[src/rtl/prog_ctr_pkg.sv]
// Shared types for the prog_ctr_ras program counter.
// Run-control states, next-PC select codes and the RAS depth-counter width helper.
package prog_ctr_pkg;

   typedef enum logic [1:0] {
      IDLE = 2'd0,
      RUN  = 2'd1,
      HALT = 2'd2
   } state_e;

   typedef enum logic [2:0] {
      SEL_HOLD  = 3'd0,
      SEL_INC   = 3'd1,
      SEL_ABS   = 3'd2,
      SEL_REL   = 3'd3,
      SEL_POP   = 3'd4,
      SEL_START = 3'd5
   } pc_sel_e;

   // The depth counter needs one bit more than the pointer so it can hold DEPTH itself.
   function automatic int depth_width(input int depth);
      return $clog2(depth) + 1;
   endfunction

   localparam int RAS_DEPTH_DEFAULT   = 4;
   localparam int RAS_DEPTH_W_DEFAULT = depth_width(RAS_DEPTH_DEFAULT);

endpackage

[src/rtl/ret_addr_stack.sv]
// Hardware return-address stack for prog_ctr_ras.
// Circular buffer of DEPTH entries; top is the most recently pushed address.
// Build option RAS_WRAP_EN: a push into a full stack overwrites the oldest entry;
// without it the push is dropped and the stack is left unchanged.
// Pop takes priority over push; clear empties the stack and beats both.
module ret_addr_stack
   import prog_ctr_pkg::*;
#(
   parameter int A     = 10,
   parameter int DEPTH = 4
) (
   input  logic                     clk,
   input  logic                     clear,
   input  logic                     push,
   input  logic                     pop,
   input  logic [A-1:0]             din,
   output logic [A-1:0]             top,
   output logic [$clog2(DEPTH):0]   depth,
   output logic                     full,
   output logic                     empty
);

   localparam int PW = $clog2(DEPTH);
   localparam int DW = depth_width(DEPTH);

   logic [A-1:0]  mem_r [DEPTH];
   logic [PW-1:0] wr_ptr_r;
   logic [PW-1:0] rd_ptr_s;
   logic [DW-1:0] depth_r;
   logic          full_s;
   logic          empty_s;
   logic          do_pop_s;
   logic          do_push_s;
   logic          grow_s;

   assign rd_ptr_s = wr_ptr_r - PW'(1'b1);
   assign full_s   = (depth_r == DW'(DEPTH));
   assign empty_s  = (depth_r == {DW{1'b0}});
   assign top      = mem_r[rd_ptr_s];
   assign depth    = depth_r;
   assign full     = full_s;
   assign empty    = empty_s;

   // Decide whether this cycle really pops, pushes, and whether the occupancy grows.
   always_comb begin
      do_pop_s  = pop & ~empty_s;
`ifdef RAS_WRAP_EN
      do_push_s = push & ~pop;
`else
      do_push_s = push & ~pop & ~full_s;
`endif
      grow_s    = do_push_s & ~full_s;
   end

   // Entry storage: a wrapping push lands on the oldest slot, which is where wr_ptr points when full.
   always_ff @(posedge clk) begin
      if (do_push_s) begin
         mem_r[wr_ptr_r] <= din;
      end
   end

   // Pointer and occupancy bookkeeping.
   always_ff @(posedge clk) begin
      if (clear) begin
         wr_ptr_r <= {PW{1'b0}};
         depth_r  <= {DW{1'b0}};
      end else if (do_pop_s) begin
         wr_ptr_r <= rd_ptr_s;
         depth_r  <= depth_r - DW'(1'b1);
      end else if (do_push_s) begin
         wr_ptr_r <= wr_ptr_r + PW'(1'b1);
         depth_r  <= grow_s ? (depth_r + DW'(1'b1)) : depth_r;
      end else begin
         wr_ptr_r <= wr_ptr_r;
         depth_r  <= depth_r;
      end
   end

endmodule

[src/rtl/prog_ctr_ras.sv]
// Program counter with absolute/relative branches, call/return stack and run control.
// IDLE/RUN/HALT state machine plus next-PC mux; all outputs are registered.
// Build option RAS_WRAP_EN selects the overflow behaviour of the return-address stack.
// Start beats Halt when both arrive in RUN: a restart is the stronger request.
module prog_ctr_ras
   import prog_ctr_pkg::*;
#(
   parameter int A          = 10,
   parameter int OW         = 6,
   parameter int DEPTH      = 4,
   parameter int START_ADDR = 0
) (
   input  logic                   clk,
   input  logic                   Reset,
   input  logic                   Start,
   input  logic                   Halt,
   input  logic                   Stall,
   input  logic                   beq_flag,
   input  logic                   rel_flag,
   input  logic                   jmp_flag,
   input  logic                   call_flag,
   input  logic                   ret_flag,
   input  logic [A-1:0]           Target,
   input  logic [OW-1:0]          Offset,
   output logic [A-1:0]           ProgCtr,
   output logic                   Running,
   output logic [$clog2(DEPTH):0] StackDepth,
   output logic                   StackOvf,
   output logic                   StackUnf
);

   state_e        state_r;
   state_e        state_nxt_s;
   pc_sel_e       sel_s;
   logic [A-1:0]  pc_r;
   logic [A-1:0]  pc_nxt_s;
   logic [A-1:0]  pc_inc_s;
   logic [A-1:0]  rel_ext_s;
   logic          running_r;
   logic          ovf_r;
   logic          unf_r;
   logic          push_s;
   logic          pop_s;
   logic          restart_s;
   logic          ovf_set_s;
   logic          unf_set_s;
   logic [A-1:0]  ras_top_s;
   logic          ras_full_s;
   logic          ras_empty_s;

   assign pc_inc_s  = pc_r + A'(1'b1);
   assign rel_ext_s = A'($signed(Offset));

   ret_addr_stack #(
      .A     (A),
      .DEPTH (DEPTH)
   ) u_ras (
      .clk   (clk),
      .clear (restart_s | ~Reset),
      .push  (push_s),
      .pop   (pop_s),
      .din   (pc_inc_s),
      .top   (ras_top_s),
      .depth (StackDepth),
      .full  (ras_full_s),
      .empty (ras_empty_s)
   );

   // Run-control FSM and flag decode: choose next state, PC source and stack action.
   always_comb begin
      state_nxt_s = state_r;
      sel_s       = SEL_HOLD;
      push_s      = 1'b0;
      pop_s       = 1'b0;
      restart_s   = 1'b0;
      ovf_set_s   = 1'b0;
      unf_set_s   = 1'b0;
      case (state_r)
         IDLE, HALT: begin
            if (Start) begin
               state_nxt_s = RUN;
               sel_s       = SEL_START;
               restart_s   = 1'b1;
            end else begin
               state_nxt_s = state_r;
            end
         end
         RUN: begin
            if (Start) begin
               sel_s     = SEL_START;
               restart_s = 1'b1;
            end else if (Halt) begin
               state_nxt_s = HALT;
            end else if (Stall) begin
               sel_s = SEL_HOLD;
            end else if (ret_flag) begin
               if (!ras_empty_s) begin
                  sel_s = SEL_POP;
                  pop_s = 1'b1;
               end else begin
                  sel_s     = SEL_INC;
                  unf_set_s = 1'b1;
               end
            end else if (call_flag) begin
               sel_s     = SEL_ABS;
               push_s    = 1'b1;
               ovf_set_s = ras_full_s;
            end else if (jmp_flag) begin
               sel_s = SEL_ABS;
            end else if (beq_flag) begin
               sel_s = rel_flag ? SEL_REL : SEL_ABS;
            end else begin
               sel_s = SEL_INC;
            end
         end
         default: begin
            state_nxt_s = IDLE;
         end
      endcase
   end

   // Next-PC mux.
   always_comb begin
      pc_nxt_s = pc_r;
      case (sel_s)
         SEL_HOLD:  pc_nxt_s = pc_r;
         SEL_INC:   pc_nxt_s = pc_inc_s;
         SEL_ABS:   pc_nxt_s = Target;
         SEL_REL:   pc_nxt_s = pc_r + rel_ext_s;
         SEL_POP:   pc_nxt_s = ras_top_s;
         SEL_START: pc_nxt_s = A'(START_ADDR);
         default:   pc_nxt_s = pc_r;
      endcase
   end

   // State, PC and sticky stack-error flags; Reset low wins over everything.
   always_ff @(posedge clk) begin
      if (!Reset) begin
         state_r   <= IDLE;
         running_r <= 1'b0;
         pc_r      <= {A{1'b0}};
         ovf_r     <= 1'b0;
         unf_r     <= 1'b0;
      end else begin
         state_r   <= state_nxt_s;
         running_r <= (state_nxt_s == RUN);
         pc_r      <= pc_nxt_s;
         ovf_r     <= restart_s ? 1'b0 : (ovf_r | ovf_set_s);
         unf_r     <= restart_s ? 1'b0 : (unf_r | unf_set_s);
      end
   end

   assign ProgCtr  = pc_r;
   assign Running  = running_r;
   assign StackOvf = ovf_r;
   assign StackUnf = unf_r;

endmodule

[config.mk]
export PLATFORM = sky130hd
export DESIGN_NAME = prog_ctr_ras
export DESIGN_NICKNAME = d
export VERILOG_FILES = /design/src/rtl/prog_ctr_pkg.sv /design/src/rtl/ret_addr_stack.sv /design/src/rtl/prog_ctr_ras.sv
export SDC_FILE = /design/constraint.sdc
export NUM_CORES = 1
export LEC_CHECK = 0
export ABC_AREA = 1
export BUFFER_PORTS_ARGS = -buffer_cell sky130_fd_sc_hd__buf_2
export CORE_ASPECT_RATIO = 2
export CORE_UTILIZATION = 40
export CTS_CLUSTER_DIAMETER = 80
export DETAILED_ROUTE_END_ITERATION = 7
export PLACE_DENSITY = 0.56
export SYNTH_ARGS = -nofsm -noshare
export SYNTH_HDL_FRONTEND = slang
export SYNTH_SLANG_ARGS = --single-unit
[constraint.sdc]
create_clock -name clk -period 4.35 [get_ports clk]
set_clock_uncertainty 0.1 [all_clocks]
set_input_delay 0.6525 -clock clk [delete_from_list [all_inputs] [get_ports clk]]
set_output_delay 0.6525 -clock clk [all_outputs]
set_load 0.01 [all_outputs]
# ---- Word level (Yosys, flattened, before mapping)
# Memories as Yosys holds them, arrays and structs flattened.
# Cells that the tools add are included.
# W data, S select, Z words.
dict set report totals {
  reg_bits 20
  ram_bits 40
  inputBits 26
  mem_count 1
  output_inout_bits 16
  elab_cells 92
}
# memory depth width read_ports rd_ports_with_merged_regs write_ports line_no
set mem_list {}
lappend mem_list {u_ras.mem_r 4 10 1 0 1 ret_addr_stack.sv:26} ;# logic [A-1:0] mem_r [DEPTH];
dict set report op_classes {
  reduce_logical 9
  bitwise_logic 11
  muxes 49
  n_eq_ne 9
  add_sub_neg 6
}
# cell count
set ops {}
lappend ops {{$pmux W10 S5} 1}
lappend ops {{$mux W1} 29}
lappend ops {{$mux W3} 9}
lappend ops {{$mux W2} 8}
lappend ops {{$add A10 B1 Y10 const B} 1}
lappend ops {{$add A10 B10 Y10} 1}
lappend ops {{$eq A3 B3 Y1 const B} 3}
lappend ops {{$eq A3 B2 Y1 const B} 2}
lappend ops {{$pmux W3 S2} 1}
lappend ops {{$reduce_bool A5 Y1} 1}
lappend ops {{$and A1 B1 Y1} 4}
lappend ops {{$eq A2 B1 Y1 const B} 2}
lappend ops {{$not A1 Y1} 4}
lappend ops {{$pmux W2 S2} 1}
lappend ops {{$reduce_bool A2 Y1} 2}
lappend ops {{$reduce_or A2 Y1} 2}
lappend ops {{$add A3 B1 Y3 const B} 1}
lappend ops {{$eq A3 B1 Y1 const B} 1}
lappend ops {{$logic_not A3 Y1} 1}
lappend ops {{$or A1 B1 Y1} 3}
lappend ops {{$reduce_or A3 Y1} 1}
lappend ops {{$sub A3 B1 Y3 const B} 1}
lappend ops {{$add A2 B1 Y2 const B} 1}
lappend ops {{$eq A2 B2 Y1 const B} 1}
lappend ops {{3 further kinds} 3}

# ---- Logic depth before layout (Yosys ltp)
# Gate-level depths: netlist (run 1).
dict set report depth {
  depth_word 14
  mapped_depth 14
  mapped_depth_nobuf 13
}

# ---- Cells and area by module
# Synthesis (run 1) repeated with hierarchy kept, for this count alone.
dict set report hier_totals {
  hier_cells 411
  area_unflattened_um2 3565.9
}
# module seq_area_each_um2 cells_per_inst instances area_each_um2
set by_module_without_submodules {}
lappend by_module_without_submodules {ret_addr_stack 1301.2 154 1 1875.5}
lappend by_module_without_submodules {prog_ctr_ras 300.3 257 1 1690.4}

# ---- Worst setup path before layout (run 1)
# OpenSTA, ideal clock, no wires.
dict set report synth_timing {
  path_type {input to register}
  from {in Stall}
  to {reg u_ras.depth_r[2] (netlist: u_ras.depth[2])}
  arrival_time_ns 2.074
  setup_ns 0.115
  cell_stages 9
  slack_ns 2.061
  n_path_buf 1
  t_required_ns 4.135
  path_cell_list {nor2_4 > nand3_2 > nor2_2 > buf_2 > inv_1 > fa_1 > o21ai_0 > a21oi_1 > o21a_1}
}
dict set report synth_via {
  elab_chain_len 10
  elab_cells_between_ends 17
  classes_between {mux (9); bitwise (5); reduce/logical (3)}
}
# item line_no
set synth_lines {}
lappend synth_lines {{from (decl)} prog_ctr_ras.sv:17} ;# input logic Stall,
lappend synth_lines {{$mux W1} prog_ctr_ras.sv:94} ;# end else if (Stall) begin
lappend synth_lines {{$mux W1} prog_ctr_ras.sv:92} ;# end else if (Halt) begin
lappend synth_lines {{$mux W1} prog_ctr_ras.sv:89} ;# if (Start) begin
lappend synth_lines {{$mux W1} prog_ctr_ras.sv:78} ;# case (state_r)
lappend synth_lines {{$not A1 Y1} ret_addr_stack.sv:50} ;# do_push_s = push & ~pop & ~full_s;
lappend synth_lines {{$and A1 B1 Y1 (2 in a row)} ret_addr_stack.sv:50}
lappend synth_lines {{$and A1 B1 Y1} ret_addr_stack.sv:52} ;# grow_s = do_push_s & ~full_s;
lappend synth_lines {{$reduce_bool A2 Y1 (no line)} -}
lappend synth_lines {{$reduce_and A2 Y1 (no line)} -}
lappend synth_lines {{to (signal assigned)} ret_addr_stack.sv:66} ;# depth_r <= {DW{1'b0}};
lappend synth_lines {{to (signal assigned)} ret_addr_stack.sv:69} ;# depth_r <= depth_r - DW'(1'b1);
lappend synth_lines {{to (signal assigned)} ret_addr_stack.sv:72} ;# depth_r <= grow_s ? (depth_r + DW'(1'b1)) : depth_r;
lappend synth_lines {{to (decl)} ret_addr_stack.sv:29} ;# logic [DW-1:0] depth_r;
# Parallel ways exist; a longest one is shown, timed or not.
# A chain may end at the register's enable or synchronous reset.

# ---- Worst setup path after layout (run 1)
dict set report layout_timing {
  from {reg u_ras.wr_ptr_r[0]}
  to {reg pc_r[0] (netlist: ProgCtr[0])}
}
dict set report layout_via {
  elab_chain_len 3
}
# item line_no
set layout_lines {}
lappend layout_lines {{from (decl)} ret_addr_stack.sv:27} ;# logic [PW-1:0] wr_ptr_r;
lappend layout_lines {{from (signal assigned)} ret_addr_stack.sv:65} ;# wr_ptr_r <= {PW{1'b0}};
lappend layout_lines {{from (signal assigned)} ret_addr_stack.sv:68} ;# wr_ptr_r <= rd_ptr_s;
lappend layout_lines {{from (signal assigned)} ret_addr_stack.sv:71} ;# wr_ptr_r <= wr_ptr_r + PW'(1'b1);
lappend layout_lines {{$sub A2 B1 Y2} ret_addr_stack.sv:36} ;# assign rd_ptr_s = wr_ptr_r - PW'(1'b1);
lappend layout_lines {{$mem_v2 Z4 W10} -}
lappend layout_lines {{$pmux W10 S5} prog_ctr_ras.sv:125} ;# case (sel_s)
lappend layout_lines {{to (signal assigned)} prog_ctr_ras.sv:141} ;# pc_r <= {A{1'b0}};
lappend layout_lines {{to (signal assigned)} prog_ctr_ras.sv:147} ;# pc_r <= pc_nxt_s;
lappend layout_lines {{to (decl)} prog_ctr_ras.sv:35} ;# logic [A-1:0] pc_r;
# Every way passes these cells.

==> results of run 1 <==
-- cells in the final DEF (no fill, tap or decap), drive strengths merged, types with 9 or more instances in the layout --
cell    count
a21oi      16
buf        42
clkbuf      9
dfxtp      20
edfxtp     40
ha         14
inv        48
nand2      85
nand3      28
nor2       59
o21ai      35
o22ai       9
xor2       10
-- where the power goes --
| part | total [uW] | switching (uW) | internal [uW] | leakage, uW |
|---|---|---|---|---|
| clock network | 823 | 260 | 563 | 0.000166 |
| registers | 640 | 15.7 | 624 | 0.000520 |
| logic | 178 | 111 | 67.1 | 0.00102 |
-- critical path, cell delays in order (launching register included) --
cell	delay, ns
dfxtp_1	0.29
buf_4	0.20
inv_1	0.51
ha_1	0.50
inv_1	0.33
o21ai_0	0.15
o22ai_1	0.16
nand2_1	0.10
nand2_1	0.10
inv_1	0.04
a31oi_1	0.12
-- final cells by class --
cell class / count / area [sq um] / share of cell area
Multi-Input combinational cell: 285 / 1620 / 0.396
Sequential cell: 60 / 1600 / 0.391
Clock buffer: 9 / 225 / 0.0550
Timing Repair Buffer: 42 / 213 / 0.0520
Inverter: 49 / 186 / 0.0456
Clock inverter: 7 / 124 / 0.0303
Tap cell: 98 / 123 / 0.0300
-- cells by family after synthesis --
family	after synthesis	synth area share
and+or+nand+nor	184	0.251
AOI/OAI and AO/OA	74	0.128
DFF	60	0.464
buffers and inverters	57	0.0660
adders and majority gates	16	0.0624
xor gates and xnor gates	11	0.0279
-- routing by layer --
| metal | vias up | track usage | part of all wire | wire length, um |
|---|---|---|---|---|
| met5 | - | 0 | 0 | 0 |
| met4 | 0 | 0.104 | 0.025 | 208 |
| met3 | 19 | 0.0300 | 0.018 | 144 |
| met2 | 35 | 0.376 | 0.58 | 4720 |
| met1 | 1257 | 0.218 | 0.38 | 3090 |
| li1 | 1444 | - | - | - |
-- stage by stage --
step                      utilization  instance area, sq um
after floorplan                     -                  3450
after global placement          0.451                  3740
after detailed placement        0.451                  3740
after CTS                       0.494                  4090
after global routing            0.494                  4090
final                           0.494                  4090
-- state kept, by name, summed over array words and instances, names as in the netlist --
name,cells
StackOvf,1
u_ras.mem_r,40
u_ras.depth,3
StackUnf,1
Running,1
u_ras.wr_ptr_r,2
ProgCtr,10
state_r,2
-- path summary, 6_finish.rpt --
kind                      from  slack (ns)  depth (start not counted)          to
min                   StackOvf        0.35                          2    StackOvf
max reg2reg  u_ras.wr_ptr_r[0]        1.66                         10  ProgCtr[0]
min reg2reg           StackOvf        0.35                          2    StackOvf
max          u_ras.wr_ptr_r[0]        1.66                         10  ProgCtr[0]
==> flow_summary.ini, run 1 <==
[run_status]
outcome = completed

[detailed_routing]
wl_mm = 8.16
wire_per_inst_um = 14.8
drtAntennaViolNets = 0
first_pass_iters = 4
drc = 0
drt_iter0_drc = 77
vias_per_cell = 5.01
num_vias = 2755

[synth]
synth_top_cells_by_area = edfxtp_1 (35%), dfxtp_1 (12%), nand2_1 (8.5%)
synth_seq_cells = 60
synth_edf_count = 40
yosys.area.top_type_share = 0.348
ys_warn_count = 0
ys_async_sr_fraction = 0
ys_seq_area_frac = 0.464
synthCells = 402
syn_area_per_cell_sq_um = 8.58
synth.cells.most_frequent = nand2_1 (78), nor2_1 (54), edfxtp_1 (40)
yosysMostFrequentCell = nand2_1
synth_nets = 444
synth_cell_types = 41
yosys.area.top_type = edfxtp_1
synthFlopType = edfxtp_1
netlist_area_sq_mm = 0.00345

[timing]
fin_crit_ns = 2.69
worst_slack_ns = 1.66
worst_pin_slew_ns = 0.979
grt_setup_unrepaired = false
hold_slack_ns = 0.351
report.final.slew_viol_count = 0
post-route-period-util = 0.618
maxSlewHeadroom = 0.345
finalSetupTns_ns = 0
fmax_ghz = 0.372
setup_violations = 0
hold_violations = 0

[layout]
diodes = 0
drive_gt1_frac = 0.210
layout.nets = 489
syn_to_final_growth_pct = 18.6
fillCellCount = 807
stdcell_count = 550

[pwr]
powerDensity_mw_per_mm2 = 401
p_total_uw = 1640
ir_drop_mv = 0.188
p_leak_uw = 0.00170

[critical_path]
crit_path_start_kind = register
cp_max_fo = 24
critical_path.endpoint_type = register
crit_required_ns = 4.51
crit_type = register to register
arrival_ns = 2.84

[clock_network]
cts_tree = built
cts_resized = 0
cts.sinks = 60
clockRootBuffer = clkbuf_16
postCtsHoldBufs = 0
worst_skew_pair.late_latency_ns = 0.33
cts_buffers = 9
path_clk_slew_ns = 0.06
postCtsSetupRepairBufs = 0
htreeDepth = 3
clk_path_buf_depth = 2

[die]
core_area_sq_mm = 0.00829
fp-row-count = 47
pin_count = 42
die_area_sq_mm = 0.00902
start_util = 0.416
die_h_um = 133
die_x_um = 67.7

[global_routing]
grt_pass1_wl_mm = 13.5
grt_max_degree = 25
grt_pass1_vias = 2872
antenna_found_initial = 0
grt_usage = 0.207
gr-total-overflow = 0

[placed_design]
place.gp.congestion = 0.802
dpl_worst_slack_ns = 1.60
port_buffers = 41
hpwlAfterDp_mm = 6.36
placed_cells = 534

[hold_path]
hp-class = register to register

[flow_run]
maxCapViolCount = 0
No activity file was read; power rests on OpenSTA's default activity.
==> run 2, diff against run 1 <==
--- a/config.mk
+++ b/config.mk
@@ -11,7 +11,7 @@
 export CORE_UTILIZATION = 40
 export CTS_CLUSTER_DIAMETER = 80
 export DETAILED_ROUTE_END_ITERATION = 7
-export PLACE_DENSITY = 0.56
+export PLACE_DENSITY = 0.59
 export SYNTH_ARGS = -nofsm -noshare
 export SYNTH_HDL_FRONTEND = slang
 export SYNTH_SLANG_ARGS = --single-unit
==> constraint.sdc (replaced) <==
create_clock -name clk -period 2.25 [get_ports clk]
set_clock_uncertainty 0.1 [all_clocks]
set_input_delay 0.3375 -clock clk [delete_from_list [all_inputs] [get_ports clk]]
set_output_delay 0.3375 -clock clk [all_outputs]
set_load 0.01 [all_outputs]
==> run 2 against run 1 <==
Hold slack got worse by 0.17 ns. Critical path depth unchanged. Utilization increased by 1.4 points. Final area increased by 2.8%. Count of clock-buffer cells in the layout increased by 1. Power increased by 93%. Clock power increased by 90%. Critical endpoint is now ProgCtr[6]. Largest power group unchanged.
==> flow_summary.ini, run 2 (same netlist as run 1, synthesis figures left out) <==
[pwr]
powerDensity_mw_per_mm2 = 754
ir_drop_mv = 0.395
p_leak_uw = 0.00178

[global_routing]
grt_max_degree = 24
gr-total-overflow = 0
grt_pass1_vias = 2900
grt_usage = 0.216
antenna_found_initial = 0
grt_pass1_wl_mm = 13.8

[clock_network]
worst_skew_pair.late_latency_ns = 0.33
htreeDepth = 3
cts_buffers = 9
cts_resized = 0
clockRootBuffer = clkbuf_16
postCtsHoldBufs = 0
path_clk_slew_ns = 0.05
clk_path_buf_depth = 2
cts.sinks = 60
cts_tree = built
postCtsSetupRepairBufs = 0

[critical_path]
rr_startpoint = ProgCtr[0]
crit_path_start_kind = register
critical_path.endpoint_type = register
crit_type = register to register
ff2ff_setup_slack_ns = 0.19
reg2reg_depth = 10
cp_max_fo = 3
crit_required_ns = 2.37
reg2reg_to = ProgCtr[6]
worstSetupStartpoint = ProgCtr[0]
cp-endpoint = ProgCtr[6]
arrival_ns = 2.18

[layout]
final_common_cell = nand2_1
utilization = 0.507
layout.nets = 504
diodes = 0
final_cell_mix = nand2_1 (78), nor2_1 (54), buf_2 (41)
syn_to_final_growth_pct = 21.9
largest_register = u_ras.mem_r
multi_input_area_sq_mm = 0.00163
drive_gt1_frac = 0.238
regArea_sq_mm = 0.00160
largest_reg_flops = 40
fillCellCount = 787

[die]
fp-row-count = 47
pin_count = 42
core_area_sq_mm = 0.00829
start_util = 0.416
die_x_um = 67.7
die_area_sq_mm = 0.00902
die_h_um = 133

[timing]
post-route-period-util = 0.916
maxSlewHeadroom = 0.621
fmax_ghz = 0.485
setup_violations = 0
grt_setup_unrepaired = false
finalSetupTns_ns = 0
fin_crit_ns = 2.06
worst_pin_slew_ns = 0.564
hold_violations = 0
report.final.slew_viol_count = 0

[detailed_routing]
wire_per_inst_um = 14.9
num_vias = 2841
drc = 0
drt_iter0_drc = 128
wl_mm = 8.39
drtAntennaViolNets = 0
first_pass_iters = 4
vias_per_cell = 5.04

[placed_design]
port_buffers = 41
place.gp.congestion = 0.832
hpwlAfterDp_mm = 6.35

[flow_run]
maxCapViolCount = 0

[hold_path]
hp-class = input pin to register

[run_status]
outcome = completed
## run 2: cell types whose count changed in the layout (fill, tap and decap cells not counted)
cell / previous run / this run
buf_4: 1 / 16
clkinv_2: 2 / 4
clkinv_4: 2 / 0
clkbuf_8: 0 / 1
clkinvlp_4: 1 / 0
ha_1: 14 / 13
ha_2: 0 / 1
inv_6: 1 / 0
xor2_1: 10 / 9
xor2_2: 0 / 1
## run 2: routing by layer
| metal | wire, um | up-vias | GRT usage |
|---|---|---|---|
| met3 | 238 | 21 | 0.0445 |
| met4 | 342 | 0 | 0.119 |
| met5 | 0 | - | 0 |
| met2 | 4660 | 56 | 0.380 |
| li1 | - | 1470 | - |
| met1 | 3150 | 1294 | 0.226 |
## run 2: through the flow
stage | total power (uW) | std cells | hold WS, ns | cell area [sq um] | setup WS, ns
CTS | 3190 | 564 | 0.173 | 4200 | 0.152
floorplan | 1500 | 402 | 0.374 | 3450 | 0.244
finish | 3170 | 564 | 0.178 | 4210 | 0.189
detailed placement | 1630 | 549 | 0.344 | 3860 | 0.0760
global route | 3300 | 564 | 0.177 | 4210 | 0.0331
global placement | 1620 | 549 | 0.335 | 3860 | 0.128
## run 2: layout make-up
| cell class | count | share of cell area |
|---|---|---|
| sequential | 60 | 0.381 |
| timing repair buffer | 57 | 0.0774 |
| tap | 98 | 0.0292 |
| clock buffer | 10 | 0.0568 |
| multi-input combinational | 285 | 0.388 |
| inverter | 49 | 0.0443 |
| clock inverter | 5 | 0.0238 |
## run 2: power breakdown
group / leakage [uW] / switching (uW) / internal (uW)
registers: 0.000520 / 18.5 / 1210
clock network: 0.000168 / 462 / 1100
logic: 0.00110 / 236 / 148
## run 2: worst min path at each step
stage	endpoint	startpoint	depth (start not counted)
final	ProgCtr[3]	Target[3]	3
after global routing	ProgCtr[3]	Target[3]	3
after CTS	ProgCtr[3]	Target[3]	3
after detailed placement	StackOvf	StackOvf	2
after global placement	StackOvf	StackOvf	2
after floorplan	StackOvf	StackOvf	2
## run 2: critical path, cell delays in order, from the launching register on
cell      delay (ns)
dfxtp_1         0.33
ha_2            0.24
inv_1           0.07
fa_1            0.40
o21ai_0         0.18
buf_4           0.15
nand2_1         0.06
o21bai_1        0.15
a21oi_1         0.09
a21oi_1         0.13
nor2_1          0.05
